<file path="src/rtl/vga_line_pattern_loader.sv">
// ---------------------------------------------------------------------------
// vga_line_pattern_loader
//   Line-fill engine for the VGA line FIFO. A load request latches the line
//   number, pattern mode and strip offset, then one full line of generated
//   pixels (H_PIXELS writes) is streamed into the FIFO write port, stalling
//   while the FIFO reports full.
//
// Ports
//   iCLK, iRST_N      clock, asynchronous active-low reset
//   iLINE, iMODE,     line number / pattern / strip offset, sampled with
//   iOFFSET           the request
//   iLOAD_REQ         request level; a line starts once it falls again
//   iWFULL            FIFO full (synchronous to iCLK)
//   iCLR_ERR          clears oOVERRUN
//   oWCLK             FIFO write clock (~iCLK)
//   oWDATA, oWEN      FIFO write data / enable
//   oBUSY             line armed or in progress
//   oDONE             one-cycle pulse after the last pixel
//   oOVERRUN          sticky: new request edge while a line was running
// ---------------------------------------------------------------------------
module vga_line_pattern_loader #(
    parameter int DATA_W   = 8,
    parameter int H_PIXELS = 1280,
    parameter int LINE_W   = 13,
    parameter int STRIP_H  = 100,
    parameter int SQ_LOG2  = 4
) (
    input  logic              iCLK,
    input  logic              iRST_N,
    input  logic [LINE_W-1:0] iLINE,
    input  logic              iLOAD_REQ,
    input  logic [1:0]        iMODE,
    input  logic [LINE_W-1:0] iOFFSET,
    input  logic              iWFULL,
    input  logic              iCLR_ERR,
    output logic              oWCLK,
    output logic [DATA_W-1:0] oWDATA,
    output logic              oWEN,
    output logic              oBUSY,
    output logic              oDONE,
    output logic              oOVERRUN
);

    localparam int CNT_W = $clog2(H_PIXELS);
    // Strip arithmetic carries one extra bit so offset+STRIP_H never wraps.
    localparam int EXT_W = LINE_W + 1;
    localparam int CMP_W = (EXT_W > CNT_W) ? EXT_W : CNT_W;
    localparam logic [CNT_W-1:0] LAST  = CNT_W'(H_PIXELS - 1);
    localparam logic [EXT_W-1:0] STRIP = EXT_W'(STRIP_H);

    typedef enum logic [1:0] {
        S_IDLE = 2'd0,
        S_ARM  = 2'd1,
        S_LOAD = 2'd2,
        S_DONE = 2'd3
    } state_t;

    state_t            state, state_nxt;
    logic [CNT_W-1:0]  cnt;
    logic [LINE_W-1:0] line_q, off_q;
    logic [1:0]        mode_q;
    logic              req_q;
    logic              req_rise;

    assign oWCLK    = ~iCLK;
    assign req_rise = iLOAD_REQ & ~req_q;

    // ---------------- FSM ----------------
    always_ff @(posedge iCLK or negedge iRST_N) begin
        if (!iRST_N) state <= S_IDLE;
        else         state <= state_nxt;
    end

    always_comb begin
        state_nxt = state;
        oWEN      = 1'b0;
        oBUSY     = 1'b0;
        oDONE     = 1'b0;
        case (state)
            S_IDLE: if (iLOAD_REQ) state_nxt = S_ARM;
            S_ARM: begin
                oBUSY = 1'b1;
                // The line only starts once the request level is released.
                if (!iLOAD_REQ) state_nxt = S_LOAD;
            end
            S_LOAD: begin
                oBUSY = 1'b1;
                oWEN  = ~iWFULL;
                if (!iWFULL && cnt == LAST) state_nxt = S_DONE;
            end
            S_DONE: begin
                oDONE     = 1'b1;
                state_nxt = S_IDLE;
            end
            default: state_nxt = S_IDLE;
        endcase
    end

    // ---------------- request latch, pixel counter, overrun ----------------
    always_ff @(posedge iCLK or negedge iRST_N) begin
        if (!iRST_N) begin
            cnt      <= '0;
            line_q   <= '0;
            off_q    <= '0;
            mode_q   <= '0;
            req_q    <= 1'b0;
            oOVERRUN <= 1'b0;
        end else begin
            req_q <= iLOAD_REQ;
            if (state == S_IDLE && iLOAD_REQ) begin
                line_q <= iLINE;
                off_q  <= iOFFSET;
                mode_q <= iMODE;
                cnt    <= '0;
            end else if (oWEN) begin
                cnt <= cnt + 1'b1;
            end
            // A set in the same cycle as a clear must not be lost.
            if (req_rise && (state == S_LOAD || state == S_DONE))
                oOVERRUN <= 1'b1;
            else if (iCLR_ERR)
                oOVERRUN <= 1'b0;
        end
    end

    // ---------------- pattern generator ----------------
    logic [EXT_W-1:0]  line_e, off_e, diff;
    logic              in_strip;
    logic [DATA_W-1:0] pix;

    assign line_e   = {1'b0, line_q};
    assign off_e    = {1'b0, off_q};
    assign diff     = line_e - off_e;
    assign in_strip = (line_e >= off_e) && (line_e < off_e + STRIP);

    always_comb begin
        pix = '0;
        case (mode_q)
            2'd1: if (in_strip && CMP_W'(cnt) >= CMP_W'(diff)) pix = '1;
            2'd2: pix = DATA_W'(cnt);
            2'd3: if (cnt[SQ_LOG2] ^ line_q[SQ_LOG2]) pix = '1;
            default: pix = '0;
        endcase
    end

    assign oWDATA = (state == S_LOAD) ? pix : '0;

endmodule

</file>
<file path="config.mk">
export PLATFORM = sky130hd
export DESIGN_NAME = vga_line_pattern_loader
export DESIGN_NICKNAME = d
export VERILOG_FILES = /design/src/rtl/vga_line_pattern_loader.sv
export SDC_FILE = /design/constraint.sdc
export NUM_CORES = 1
export LEC_CHECK = 0
export ABC_AREA = 1
export CAP_MARGIN = 20
export CORE_MARGIN = 5
export CORE_UTILIZATION = 45
export CTS_CLUSTER_SIZE = 8
export DETAILED_ROUTE_END_ITERATION = 10
export GPL_TIMING_DRIVEN = 0
export PLACE_DENSITY = 0.68
export SYNTH_ARGS = -nofsm -noshare
export SYNTH_HDL_FRONTEND = slang
export SYNTH_SLANG_ARGS = --single-unit
</file>
<file path="constraint.sdc">
create_clock -name iCLK -period 6.35 [get_ports iCLK]
set_input_delay 0.9525 -clock iCLK [delete_from_list [all_inputs] [get_ports iCLK]]
set_output_delay 0.9525 -clock iCLK [all_outputs]
set_load 0.02 [all_outputs]
</file>
; ---- Word-level counts from Yosys, hierarchy flattened
; Cells that the tools add are included.
[totals]
in_bits = 33
output_inout_bits = 13
register_bits = 43
word_cells = 55
[classes]
n_eq_ne = 10
n_reduce_logical = 12
add_sub_neg = 3
bitwise_logic = 5
order_cmp = 3
mux = 15
[op_table]
columns = op, n
row1 = two-way mux 8 bit, 3
row2 = case mux 8 bit (3 select lines), 1
row3 = two-way mux 11 bit, 2
row4 = adder 13 x 7 -> 14 bit (second input constant), 1
row5 = greater-or-equal comparator 11 x 14 -> 1 bit, 1
row6 = less-than comparator 13 x 14 -> 1 bit, 1
row7 = subtractor 13 x 13 -> 14 bit, 1
row8 = greater-or-equal comparator 13 bit, 1
row9 = adder 11 x 1 -> 11 bit (second input constant), 1
row10 = == test 11 bit (second input constant), 1
row11 = == test 2 bit (second input constant), 4
row12 = case mux 2 bit (4 select lines), 1
row13 = two-way mux 2 bit, 3
row14 = != test 2 bit (second input constant), 3
row15 = logical AND 1 bit, 5
row16 = two-way mux 1 bit, 5
row17 = == test 2 x 1 -> 1 bit (second input constant), 2
row18 = nonzero test 2 bit, 2
row19 = inverter 1 bit, 3
row20 = AND reduction 3 bit, 1
row21 = zero test 2 bit, 1
row22 = OR reduction 2 bit, 1
row23 = bitwise AND 1 bit, 1
row24 = zero test 1 bit, 1
row25 = 2 further kinds, 2

; ---- Logic depth before layout (Yosys ltp)
; Gate-level depths: netlist of the first run.
[logic_depth]
word_depth = 7
mapped_depth = 19
mapped_depth_nobuf = 19

==> run_results.csv, run 1 <==
group,metric,value,unit
cts,ctsHoldBuffers,0,
grt,grtUsageTotal,17.87,%
timing,setup_viol,0,
detailed_routing,via_per_inst,4.867,
cts,cts_tree,"yes",
grt,grt_pass1_wl,13030,um
timing,rsz0062_at_grt,"false",
detailed_routing,drt-pass1-iter-count,4,
cts,cts_buffer_depth,2,
setup_path,worst_ep_arrival_time,4120,ps
setup_path,critPathMaxFanout,13,
grt,antenna_found_initial,0,
hold_path,holdPathStages,2,
cells_and_area,layout-drive-gt1-share,4.960,%
timing,worst_pin_slew,581.0,ps
detailed_routing,drc,0,
cells_and_area,syn_to_final_growth,20.55,%
timing,drv_slew,0,
die,rows,31,
detailed_routing,vias,2935,
timing,fin_skew,3.338,ps
synthesis,syn_inst,450,
cells_and_area,mostFrequentLayoutCell,"nand2_1",
die,initial_utilization,45.89,%
synthesis,netlist-cell-type-count,28,
detailed_routing,wirelength,7327,um
outcome,status,"finished clean",
cts,clkLatencyLatePin,300,ps
grt,grt_remaining_overflow,0,
cts,cts.repair.resized,0,
placement,dp_cells,595,
synthesis,yosys.area.top_type,"dfrtp_1",
synthesis,yosys_register_bits,43,
cells_and_area,antenna_cells,0,
synthesis,synthesis.nets,526,
hold_path,hold_class,"reg2reg",
synthesis,syn_area,3293,um2
cts,cts-root-buf,"clkbuf_8",
placement,place.gp.congestion,0.8786,
die,dieArea,9129,um2
setup_path,crit_type,"clk2out",
die,io_pins,46,
cts,htree_levels,2,
setup_path,cp-end-kind,"primary output",
pwr,ir_drop,0.2364,mV
cells_and_area,fin_nets,579,
synthesis,synth_area_leaders,"dfrtp_1 (33%), ha_1 (16%), nand2_1 (16%)",
pwr,p_leak,1.973,nW
cells_and_area,multi_input_area,1949,um2
timing,slew_headroom,61.27,%
synthesis,ys_seq_area_share,32.67,%
timing,finalHoldViolCount,0,
detailed_routing,initialDrtViolationCount,81,
detailed_routing,final_antenna_net_count,0,
cells_and_area,final_cells,603,
cts,postCtsSetupRepairBufs,0,
setup_path,cp-start-kind,"clock port",
placement,dpl.hpwl,6058,um
cells_and_area,utilization,55.33,%
placement,numPortBuffers,45,
setup_path,required,5400,ps
synthesis,ys_warn_count,0,
die,core,7176,um2
detailed_routing,wl_per_cell,12.15,um
grt,grt_max_degree,30,
grt,grt_pass1_vias,2951,
pwr,p_per_area,513.6,nW/um2
job,cap_violations,0,
timing,final.setup.tns,0,ps
cts,clk_pin_slew,90,ps
cells_and_area,layout_common_cells,"nand2_1 (136), inv_1 (61), clkdlybuf4s50_1 (44), a21oi_1 (43), dfrtp_1 (43)",
cells_and_area,final-seq-area,1076,um2
synthesis,syn_avg_cell_area,7.318,um2
synthesis,synth_top_area_share,32.67,%
die,fp.dieW,95.55,um
setup_path,r2r_cells,9,
pwr,total_power,2.039,mW
die,die_y,95.55,um
cts,numCtsBuffers,5,
cells_and_area,n_fill_cell,710,
-- synthesized netlist by cell type (all sizes together) --
library cell  number
ha                42
and3               1
o21ai             27
inv               64
clkinv             1
nor4               1
o21a               1
nand4              6
nand2            139
xor2              12
nor2              24
o211ai             3
a211oi             2
nand3             19
dfrtp             43
fa                 1
a21oi             43
mux2i              1
a31oi              3
xnor2              5
nor3               6
clkbuf             6
-- per-stage QoR --
step	area [um2]	worst slack, ps	hold WS (ps)
floorplan	3293	2094	452.8
global placement	3867	1614	466.9
detailed placement	3882	1614	478.2
CTS	3970	1256	500.3
global route	3970	1239	577.1
finish	3970	1275	497.8
-- flip-flops by register name, indices dropped and copies added (netlist names) --
signal and flops:
cnt 11, off_q 13, line_q 13, oOVERRUN 1
req_q 1, mode_q 2, state 2
-- kinds of logic (layout without fill, tap and decap cells) --
logic type,Yosys count,in the layout,share of synthesized area [%]
buffers and inverters,71,125,8.130
and+or+nand+nor,196,196,25.23
muxes,1,1,0.3040
DFF,43,43,32.67
xor gates and xnor gates,17,17,4.521
AOI/OAI and AO/OA,79,79,12.58
adders and majority gates,43,43,16.57
-- final cells by class --
cell class                      count  share of cell area (%)
Tap cell                           99                   3.120
Clock inverter                      4                  0.5673
Inverter                           64                   6.083
Sequential cell                    43                   27.10
Buffer                              6                  0.5673
Timing Repair Buffer               45                   11.47
Clock buffer                        6                   1.986
Multi-Input combinational cell    336                   49.10
-- critical path, cell delays in order --
cell             delay [ps]
clkbuf_8                130
clkbuf_8                160
inv_1                    60
clkdlybuf4s50_1         590
-- path summary, 6_finish.rpt --
check                                     start                     end  slack, ps
setup / recovery                           iCLK                   oWCLK       1270
hold / removal             off_q[0]$_DFFE_PN0P_    off_q[0]$_DFFE_PN0P_        500
setup reg to reg           state[0]$_DFFE_PN0P_      cnt[9]$_DFFE_PN0P_       4390
hold reg to reg            off_q[0]$_DFFE_PN0P_    off_q[0]$_DFFE_PN0P_        500
max in group asynchronous                iRST_N  line_q[11]$_DFFE_PN0P_       5290
min in group asynchronous                iRST_N      cnt[0]$_DFFE_PN0P_        570
-- metal layers --
layer	up-vias	share of wire (%)	GRT usage [%]
li1	1566	-	-
met1	1321	48	23.46
met2	38	47	29.70
met3	10	3.7	3.552
met4	0	1.4	5.213
met5	-	0	0
-- power breakdown --
part | switching [mW] | internal [mW]
registers | 0.0938 | 0.380
clock network | 0.113 | 0.0878
logic | 0.814 | 0.551
No activity file was read; power rests on OpenSTA's default activity.
==> run 2, diff against run 1 <==
- PLACE_DENSITY: 0.68 -> 0.7
- clock period: 6.35 -> 4.5 ns (I/O delays scaled with it)
==> run_results.csv, run 2 (synthesized netlist as in run 1, its figures left out) <==
group,metric,value,unit
timing,slew_headroom,59.82,%
timing,rsz0062_at_grt,"false",
placement,numPortBuffers,45,
detailed_routing,routed.top_layer,"met4",
placement,post_dp_cell_area,3882,um2
grt,grt_remaining_overflow,0,
cells_and_area,fin_area,4018,um2
setup_path,path_buf_inv,4,
timing,min_period,3877,ps
setup_path,cp-start-kind,"clock port",
die,initial_utilization,45.89,%
detailed_routing,vias,2995,
cts,ctsHoldBuffers,0,
cts,clkLatencyLatePin,300,ps
detailed_routing,wl_per_cell,12.50,um
cts,cts_tree,"yes",
grt,grt_max_degree,32,
detailed_routing,via_per_inst,4.967,
cells_and_area,utilization,55.99,%
pwr,p_leak,2.139,nW
cells_and_area,largestRegisters,"line_q: 13 flops, off_q: 13 flops, cnt: 11 flops",
job,cap_violations,0,
setup_path,cp_slowest_stage_delay,590,ps
setup_path,cp-end-kind,"primary output",
timing,fin_skew,15.27,ps
setup_path,crit_family,"buffers and inverters",
detailed_routing,wl_met3,248,um
cts,cts-root-buf,"clkbuf_8",
detailed_routing,wirelength,7540,um
setup_path,slowest_stage,"clkdlybuf4s50_1",
timing,setup_viol,0,
cells_and_area,n_fill_cell,687,
die,die_y,95.55,um
grt,antenna_found_initial,0,
die,core,7176,um2
setup_path,worst_ep_arrival_time,3200,ps
cts,clk_pin_slew,90,ps
hold_path,hold_class,"in2async",
cells_and_area,fin_nets,579,
cells_and_area,layout_common_cells,"nand2_1 (136), inv_1 (61), dfrtp_1 (43), a21oi_1 (42), ha_1 (42)",
setup_path,path_cells,"clkbuf_8 -> clkbuf_8 -> inv_1 -> clkdlybuf4s50_1",
detailed_routing,met2WireLength,3603,um
die,dieArea,9129,um2
timing,drv_slew,0,
pwr,p_per_area,740.6,nW/um2
setup_path,crit_type,"clk2out",
timing,worst_pin_slew,602.8,ps
timing,finalHoldViolCount,0,
detailed_routing,drt-pass1-iter-count,4,
timing,fin_crit_sh,86.16,%
setup_path,critPathMaxFanout,13,
pwr,ir_drop,0.3104,mV
detailed_routing,drc,0,
cells_and_area,mostFrequentLayoutCell,"nand2_1",
placement,place.gp.congestion,0.8639,
timing,max_freq,0.2584,GHz
outcome,status,"finished clean",
grt,grt_pass1_vias,3013,
cells_and_area,multi_input_area,1953,um2
timing,final.setup.tns,0,ps
cts,cts_buffer_depth,2,
cts,numCtsBuffers,5,
cells_and_area,layout-drive-gt1-share,5.159,%
placement,dpl.hpwl,6076,um
detailed_routing,initialDrtViolationCount,87,
die,io_pins,46,
detailed_routing,met1Wirelength,3535,um
die,rows,31,
grt,grtUsageTotal,17.89,%
setup_path,required,3830,ps
setup_path,cpMostUsedCell,"clkbuf_8",
grt,grt_pass1_wl,12920,um
detailed_routing,final_antenna_net_count,0,
die,fp.dieW,95.55,um
cells_and_area,final-seq-area,1076,um2
cts,htree_levels,2,
cells_and_area,antenna_cells,0,
cells_and_area,syn_to_final_growth,22.00,%
==> run 2: cell types whose count changed in the layout (fill, tap and decap cells not counted), sizes merged <==
cell,change
bufinv,+1
clkdlybuf4s50,-8
clkinv,+1
clkinvlp,-2
dlymetal6s2s,+8
==> run 2: layer usage <==
metal / up-vias / global-route usage, %
li1: 1564 / -
met4: 0 / 7.109
met2: 55 / 29.94
met3: 15 / 3.394
met1: 1361 / 22.62
met5: - / 0
==> run 2: per-stage QoR <==
stage	std cells	hold slack [ps]	worst slack [ps]	total power, mW
2_1_floorplan	450	379.4	1259	2.179
3_3_place_gp	594	469.7	590.9	2.597
3_5_place_dp	595	480.8	531.0	2.664
4_1_cts	603	275.2	176.5	3.004
5_1_grt	603	287.2	322.3	3.337
6_report	603	267.1	622.7	2.975
==> run 2: final cells by class <==
class | instances | share of cell area [%]
Multi-Input combinational cell | 336 | 48.61
Tap cell | 99 | 3.083
Buffer | 6 | 0.5606
Timing Repair Buffer | 45 | 11.83
Inverter | 64 | 6.011
Clock buffer | 6 | 1.962
Clock inverter | 4 | 1.152
Sequential cell | 43 | 26.78
==> run 2: worst paths after layout <==
| path | from | end | slack [ps] | cells past startpoint |
|---|---|---|---|---|
| worst max-delay path | iCLK | oWCLK | 620 | 4 |
| worst min-delay path | iRST_N | cnt[0]$_DFFE_PN0P_ | 270 | 1 |
| worst max register to register | state[0]$_DFFE_PN0P_ | cnt[9]$_DFFE_PN0P_ | 2590 | 9 |
| worst min register to register | off_q[0]$_DFFE_PN0P_ | off_q[0]$_DFFE_PN0P_ | 510 | 2 |
| max in group asynchronous | iRST_N | cnt[8]$_DFFE_PN0P_ | 3740 | 2 |
| min in group iCLK | off_q[0]$_DFFE_PN0P_ | off_q[0]$_DFFE_PN0P_ | 510 | 2 |
==> run 2: worst reg2reg max path, cell delays in order, from the launching register on <==
cell     delay, ps
dfrtp_1        410
inv_1          140
ha_1           240
inv_2          110
nor2_2         280
inv_1          140
nor2_1         200
nand2_1        100
o21ai_0        150
a21oi_1         60
==> run 2: what timing repair did <==
action	4_1_cts	5_1_grt
gates resized for setup	0	9
setup buffers	0	0
setup endpoints to repair	0	8
==> run 2: power breakdown <==
group / total (mW) / internal, mW / switching [mW]
Clock: 0.348 / 0.181 / 0.167
Sequential: 0.671 / 0.535 / 0.135
Combinational: 1.96 / 0.782 / 1.17
Total: 2.98 / 1.50 / 1.48
